$ cat config.mk
export PLATFORM = sky130hd
export DESIGN_NAME = aes_sbox_share_arb_flat
export DESIGN_NICKNAME = d
export VERILOG_FILES = /design/src/rtl/aes_sbox_share_arb_if.sv /design/src/rtl/aes_sbox_share_arb.sv /design/src/flat_wrapper.sv
export SDC_FILE = /design/constraint.sdc
export NUM_CORES = 1
export LEC_CHECK = 0
export ABC_AREA = 1
export CAP_MARGIN = 15
export CORE_MARGIN = 2
export CORE_UTILIZATION = 49
export CTS_CLUSTER_DIAMETER = 50
export DETAILED_ROUTE_END_ITERATION = 7
export GPL_TIMING_DRIVEN = 0
export HOLD_SLACK_MARGIN = 0.03
export MAX_ROUTING_LAYER = met4
export PLACE_DENSITY = 0.79
export SLEW_MARGIN = 25
export SYNTH_ARGS = -nofsm -noshare
export SYNTH_HDL_FRONTEND = slang
export SYNTH_SLANG_ARGS = --single-unit
$ cat constraint.sdc
create_clock -name clk -period 3.25 [get_ports clk]
set_input_delay 0.325 -clock clk [delete_from_list [all_inputs] [get_ports clk]]
set_output_delay 0.325 -clock clk [all_outputs]
set_load 0.005 [all_outputs]
$ cat src/rtl/aes_sbox_share_arb_if.sv
// rtl/aes_sbox_share_arb_if.sv - request, mux-select and result handshake bundle for the shared S-box arbiter
interface aes_sbox_share_arb_if;
    logic       ke_req;
    logic       dp_req;
    logic       sbox_src_sel;
    logic [1:0] col_sel;
    logic       sbox_issue;
    logic       dp_wr_en;
    logic [1:0] dp_wr_col;
    logic       ke_wr_en;
    logic       dp_done;
    logic       ke_done;
    logic       busy;
    logic       proto_err;

    modport master (
        output ke_req, dp_req,
        input  sbox_src_sel, col_sel, sbox_issue, dp_wr_en, dp_wr_col,
        input  ke_wr_en, dp_done, ke_done, busy, proto_err
    );

    modport slave (
        input  ke_req, dp_req,
        output sbox_src_sel, col_sel, sbox_issue, dp_wr_en, dp_wr_col,
        output ke_wr_en, dp_done, ke_done, busy, proto_err
    );
endinterface

$ cat src/rtl/aes_sbox_share_arb.sv
// rtl/aes_sbox_share_arb.sv - arbiter/sequencer for the shared 32-bit S-box (optional AES_SBOX_ARB_PROTO_CHECK_EN)
module aes_sbox_share_arb #(
    parameter int SBOX_LAT     = 2,
    parameter bit KEY_PRIORITY = 1'b1
) (
    input logic                 clk,
    input logic                 reset,
    aes_sbox_share_arb_if.slave bus
);

    typedef enum logic [1:0] {IDLE, KE_ISSUE, DP_ISSUE, DRAIN} state_t;

    state_t     state;
    state_t     state_nx;
    logic       owner_ke;
    logic       last_ke;
    logic [1:0] cnt;
    logic       grant_ke;
    logic       grant_dp;

    logic       issue;
    logic       src;
    logic [1:0] col;

    logic [SBOX_LAT-1:0] pipe_vld;
    logic [SBOX_LAT-1:0] pipe_ke;
    logic [1:0]          pipe_col [SBOX_LAT];

    logic       ret_vld;
    logic       ret_ke;
    logic [1:0] ret_col;
    logic       ret_last;

    // Round-robin: with both pending, KE wins unless it was the last one served.
    assign grant_ke = bus.ke_req && (!bus.dp_req || KEY_PRIORITY || !last_ke);
    assign grant_dp = bus.dp_req && !grant_ke;

    assign ret_vld  = pipe_vld[SBOX_LAT-1];
    assign ret_ke   = pipe_ke[SBOX_LAT-1];
    assign ret_col  = pipe_col[SBOX_LAT-1];
    assign ret_last = ret_vld && (ret_ke || (ret_col == 2'd3));

    always_ff @(posedge clk) begin
        if (reset) begin
            state <= IDLE;
        end else begin
            state <= state_nx;
        end
    end

    always_ff @(posedge clk) begin
        if (reset) begin
            owner_ke <= 1'b0;
            last_ke  <= 1'b0;
            cnt      <= 2'd0;
        end else if (state == IDLE) begin
            cnt <= 2'd0;
            if (grant_ke || grant_dp) begin
                owner_ke <= grant_ke;
                last_ke  <= grant_ke;
            end
        end else if (state == DP_ISSUE) begin
            cnt <= cnt + 2'd1;
        end
    end

    always_comb begin
        state_nx = state;
        case (state)
            IDLE: begin
                if (grant_ke) begin
                    state_nx = KE_ISSUE;
                end else if (grant_dp) begin
                    state_nx = DP_ISSUE;
                end
            end
            KE_ISSUE: state_nx = DRAIN;
            DP_ISSUE: begin
                if (cnt == 2'd3) begin
                    state_nx = DRAIN;
                end
            end
            DRAIN: begin
                if (ret_last) begin
                    state_nx = IDLE;
                end
            end
            default: state_nx = IDLE;
        endcase
    end

    always_comb begin
        issue = 1'b0;
        src   = 1'b0;
        col   = 2'd0;
        case (state)
            KE_ISSUE: begin
                issue = 1'b1;
                src   = 1'b1;
            end
            DP_ISSUE: begin
                issue = 1'b1;
                col   = cnt;
            end
            DRAIN:   src = owner_ke;
            default: src = 1'b0;
        endcase

        bus.sbox_issue   = issue;
        bus.sbox_src_sel = src;
        bus.col_sel      = col;
        bus.busy         = (state != IDLE);
        bus.dp_wr_en     = ret_vld && !ret_ke;
        bus.dp_wr_col    = (ret_vld && !ret_ke) ? ret_col : 2'd0;
        bus.ke_wr_en     = ret_vld && ret_ke;
        bus.dp_done      = (state == DRAIN) && ret_last && !ret_ke;
        bus.ke_done      = (state == DRAIN) && ret_last && ret_ke;
    end

    // Return pipe mirrors the S-box latency so write enables line up with results.
    always_ff @(posedge clk) begin
        if (reset) begin
            for (int i = 0; i < SBOX_LAT; i++) begin
                pipe_vld[i] <= 1'b0;
                pipe_ke[i]  <= 1'b0;
                pipe_col[i] <= 2'd0;
            end
        end else begin
            pipe_vld[0] <= issue;
            pipe_ke[0]  <= src;
            pipe_col[0] <= col;
            for (int i = 1; i < SBOX_LAT; i++) begin
                pipe_vld[i] <= pipe_vld[i-1];
                pipe_ke[i]  <= pipe_ke[i-1];
                pipe_col[i] <= pipe_col[i-1];
            end
        end
    end

`ifdef AES_SBOX_ARB_PROTO_CHECK_EN
    logic err_q;
    logic owner_req;

    // A low owner request anywhere in the op, including its done cycle, is a violation.
    assign owner_req = owner_ke ? bus.ke_req : bus.dp_req;

    always_ff @(posedge clk) begin
        if (reset) begin
            err_q <= 1'b0;
        end else if ((state != IDLE) && !owner_req) begin
            err_q <= 1'b1;
        end
    end

    assign bus.proto_err = err_q;
`else
    assign bus.proto_err = 1'b0;
`endif

endmodule

$ cat src/flat_wrapper.sv
// flat-port wrapper written by rule: the top's interface ports become plain ports
module aes_sbox_share_arb_flat 
#(
    parameter int SBOX_LAT     = 2,
    parameter bit KEY_PRIORITY = 1'b1
)
  (clk, reset, bus_ke_req, bus_dp_req, bus_sbox_src_sel, bus_col_sel, bus_sbox_issue, bus_dp_wr_en, bus_dp_wr_col, bus_ke_wr_en, bus_dp_done, bus_ke_done, bus_busy, bus_proto_err);
  aes_sbox_share_arb_if bus_i ();
  input logic clk;
  input logic reset;
  input wire logic [$bits(bus_i.ke_req)-1:0] bus_ke_req;
  input wire logic [$bits(bus_i.dp_req)-1:0] bus_dp_req;
  output wire logic [$bits(bus_i.sbox_src_sel)-1:0] bus_sbox_src_sel;
  output wire logic [$bits(bus_i.col_sel)-1:0] bus_col_sel;
  output wire logic [$bits(bus_i.sbox_issue)-1:0] bus_sbox_issue;
  output wire logic [$bits(bus_i.dp_wr_en)-1:0] bus_dp_wr_en;
  output wire logic [$bits(bus_i.dp_wr_col)-1:0] bus_dp_wr_col;
  output wire logic [$bits(bus_i.ke_wr_en)-1:0] bus_ke_wr_en;
  output wire logic [$bits(bus_i.dp_done)-1:0] bus_dp_done;
  output wire logic [$bits(bus_i.ke_done)-1:0] bus_ke_done;
  output wire logic [$bits(bus_i.busy)-1:0] bus_busy;
  output wire logic [$bits(bus_i.proto_err)-1:0] bus_proto_err;
  assign bus_i.ke_req = bus_ke_req;
  assign bus_i.dp_req = bus_dp_req;
  assign bus_sbox_src_sel = bus_i.sbox_src_sel;
  assign bus_col_sel = bus_i.col_sel;
  assign bus_sbox_issue = bus_i.sbox_issue;
  assign bus_dp_wr_en = bus_i.dp_wr_en;
  assign bus_dp_wr_col = bus_i.dp_wr_col;
  assign bus_ke_wr_en = bus_i.ke_wr_en;
  assign bus_dp_done = bus_i.dp_done;
  assign bus_ke_done = bus_i.ke_done;
  assign bus_busy = bus_i.busy;
  assign bus_proto_err = bus_i.proto_err;
  aes_sbox_share_arb #(.SBOX_LAT(SBOX_LAT), .KEY_PRIORITY(KEY_PRIORITY)) u_core (.clk(clk), .reset(reset), .bus(bus_i));
endmodule
### Yosys cells after proc, flatten, opt, wreduce, memory -nomap -nowiden

Memory sizes are Yosys's and may differ from the RTL's.
Cells that the tools add are included.

* output and inout bits: 12
* bits of input ports: 4
* memories kept: 1
* bits in writable memories: 4
* logic and storage cells: 48
* register bits: 9

Memories
* u_core.pipe_col: words 2, bits a word 2, read ports 2, clocked after memory_dff 0, write ports 2, RTL line aes_sbox_share_arb.sv:27 `logic [1:0] pipe_col [SBOX_LAT];`

* muxes and demuxes: 14
* equal/unequal tests: 8
* add/sub/neg operators: 1
* reductions and logical operators: 17
* bitwise operators: 2

Operators by type and width (count)
* 2-bit 2-to-1 mux: 8
* 2-bit equality test (second input constant): 4
* 2-bit one-hot mux with 4 select lines: 1
* 1-bit logical AND: 7
* 1-bit 2-to-1 mux: 4
* 2-bit OR reduction: 2
* 3-bit by 2-bit != test with 1-bit output (second input constant): 1
* 3-bit AND reduction: 1
* 2-bit by 1-bit adder with 2-bit output (second input constant): 1
* 2-bit by 1-bit equality test with 1-bit output (second input constant): 1
* 1-bit zero test: 2
* 2-bit zero test: 1
* 1-bit logical OR: 2
* 2-bit by 1-bit != test with 1-bit output (second input constant): 1
* 2-bit != test (second input constant): 1
* 1-bit bitwise OR: 2
* 1-bit one-hot mux with 2 select lines: 1
* 2-bit AND reduction: 1
* 2-bit nonzero test: 1

### Depth between registers and ports, before layout

An unclocked memory read counts as a cell.

* word-level depth: 6
* depth in mapped cells: 8
* depth with buffers taken out: 8

### Least setup slack after synthesis

OpenSTA, ideal clock, no wires.

* path kind: reg-to-output
* from: register u_core.state[0]
* to: output port bus_dp_done
* path buffers: 0
* path slack: 2.047 ns
* data required time: 2.925 ns
* data arrival time: 0.878 ns
* cell stages (with the launch flop): 4
* path through: dfxtp_1 -> ha_1 -> inv_1 -> nor4_2

* word-level cells in the longest chain between the ends: 3

RTL lines
* start: declaration: RTL line aes_sbox_share_arb.sv:13 `state_t state;`
* start signal: assignment: RTL line aes_sbox_share_arb.sv:47 `state <= state_nx;`
* 2-bit equality test: RTL line aes_sbox_share_arb.sv:116 `bus.dp_done = (state == DRAIN) && ret_last && !ret_ke;`
* 1-bit logical AND (2 in series): RTL line aes_sbox_share_arb.sv:116
* end: declaration: RTL line flat_wrapper.sv:19 `output wire logic [$bits(bus_i.dp_done)-1:0] bus_dp_done;`

No other way between the ends.

### Worst setup path in the final report

Ends and elaborated chain as after synthesis.

==> flow_summary.ini <==
[run_status]
status = complete, no violations

[cts]
cts_tree = yes
clkTransAtPathRegs_ps = 80
cts_setup_buffers = 0
cts_buffers = 3
clock_path_buffers = 2
cts_htree_levels = 1
hold_buffers = 0
cts_resized = 0
clkSinkCount = 13
insertion_delay_ps = 280
cts_root_buf = clkbuf_4

[pwr]
sequentialPowerShare_pct = 35.2
p_clk_share_pct = 16.4
p_int_uw = 381
ir_drop_uv = 551
pwr-share-comb_pct = 48.5
power_switching_uw = 230
powerDensity_mw_per_mm2 = 745
p_sw_share_pct = 37.7
total_power_uw = 611
leakage_nw = 0.410

[finish]
fill_cells = 110
final_common_cell = inv_1
layout_common_cells = inv_1 (25), nor2_1 (18), clkdlybuf4s50_1 (14)
final_nets = 119
areaGrowthSynthToFinish_pct = 28.9
antenna-diode-count = 0
final_util_pct = 71.0
stdcell_count = 123
drive_above_1_share_pct = 6.42

[logic_synthesis]
synth.avg_cell_area_um2 = 7.00
synth-seq-area-share_pct = 40.9
syn_inst = 91
netlist_area_um2 = 637
ys.warnings.count = 0
yosys_register_bits = 13
ys_types = 15
syn_nets = 100

[global_route]
grt_pass1_vias = 498
grt_pass1_wl_um = 1880
antenna_found_initial = 0
grt_max_degree = 11
grt_overflow = 0
grt_use_total_pct = 19.0

[critical_path]
critPathKind = reg -> out
path_cells = ha_1 -> inv_1 -> nor4_2 -> clkdlybuf4s50_1
cp-start-kind = flop
cp.arrival_ps = 1750
cp-end-kind = output port
slowest_stage = clkdlybuf4s50_1
required_ps = 2920
critPathMaxStageDelay_ps = 530
path_max_fanout = 4

[route]
drt_pass1_iterations = 4
routedWlPerCell_um = 9.33
viasPerCell = 4.42
ant_nets = 0
dr_total_vias = 544
drt_wl_total_um = 1150
drc = 0
drtIter0Drc = 11

[timing]
worst_clock_skew_ps = 8.98
finalHoldViolCount = 0
rsz0062_at_grt = false
final-setup-viol-count = 0
finalCritPeriodShare_pct = 63.9
final.min_clock_period_ps = 2080
fmax_mhz = 482
hold_slack_ps = 401
tns_ps = 0
finalMaxSlewViolations = 0

[placement]
io_buffers = 14
place_congestion = 0.840
place_hpwl_um = 921
dp.cells = 119

[floorplanning]
core_mm2 = 0.00116
die_area_mm2 = 0.00160
die-height_um = 40.1
start_util_pct = 55.1
fp.dieW_um = 40.1
core.rowCount = 12
io_pins = 16

[flow_run]
max-cap-violations = 0

[min_path]
hold_class = reg -> reg
-- cells in the mapped netlist, drive strengths merged --
cell   instances  share of area (%)
nor4           1                2.0
buf            2                2.0
conb           1               0.59
ha             5                9.8
nand2         12                7.1
nor2          18                 11
a21oi          3                2.4
dfxtp         13                 41
nand3          5                4.7
inv           25                 15
o21a           1                1.2
o21ai          4                3.1
or2            1               0.98
-- worst paths after layout --
kind,from,endpoint,slack [ps],depth (start not counted)
max,u_core.state[0],bus_dp_done,1170,4
min,u_core.pipe_col[0][1],u_core.pipe_col[0][3],400,2
max reg2reg,u_core.state[0],u_core.state[0],1950,7
min reg2reg,u_core.pipe_col[0][1],u_core.pipe_col[0][3],400,2
-- kinds of logic after synthesis --
kind of cell / share of synthesized area (%)
and+or+nand+nor: 25.3
buffers and inverters: 16.7
DFF: 40.9
AOI/OAI and AO/OA: 6.68
adders and majority gates: 9.82
other: 0.589
-- worst max-delay path, delay by kind of cell, from the launching register on --
kind	cells	cell delay (ps)
and+or+nand+nor	1	230
adders and majority gates	1	230
buffers and inverters	2	620
DFF	1	380
-- stage by stage --
step	setup WS, ps	area (µm²)
2_1_floorplan	2050	637
3_3_place_gp	1490	795
3_5_place_dp	1480	795
4_1_cts	1170	821
5_1_grt	1060	821
6_report	1170	821
-- final cells by class --
type,count,area [µm²],area share (%)
Inverter,25,93.8,11.4
Sequential cell,13,260,31.7
Timing Repair Buffer,14,140,17.1
Multi-Input combinational cell,51,270,32.9
Clock buffer,4,26.3,3.20
Buffer,2,12.5,1.52
Tap cell,14,17.5,2.13
-- layer usage --
layer	vias up	routed length, µm	track usage, %
li1	300	-	-
met3	5	63	3.33
met4	0	36	12.9
met5	-	0	-
met2	14	552	34.3
met1	225	495	18.1
-- state kept, by name, summed over array words and instances (netlist names) --
signal           cells
u_core.state         2
u_core.pipe_col      4
u_core.pipe_vld      2
u_core.cnt           2
u_core.owner_ke      1
u_core.pipe_ke       2
-- power by group through the flow --
stage / clock, mW / sequential, mW / combinational, mW
after global placement: 0 / 0.218 / 0.284
after CTS: 0.101 / 0.215 / 0.299
final: 0.100 / 0.215 / 0.296
after global routing: 0.107 / 0.220 / 0.338
after floorplan: 0 / 0.215 / 0.189
after detailed placement: 0 / 0.219 / 0.296
(Power assumes the default switching activity.)
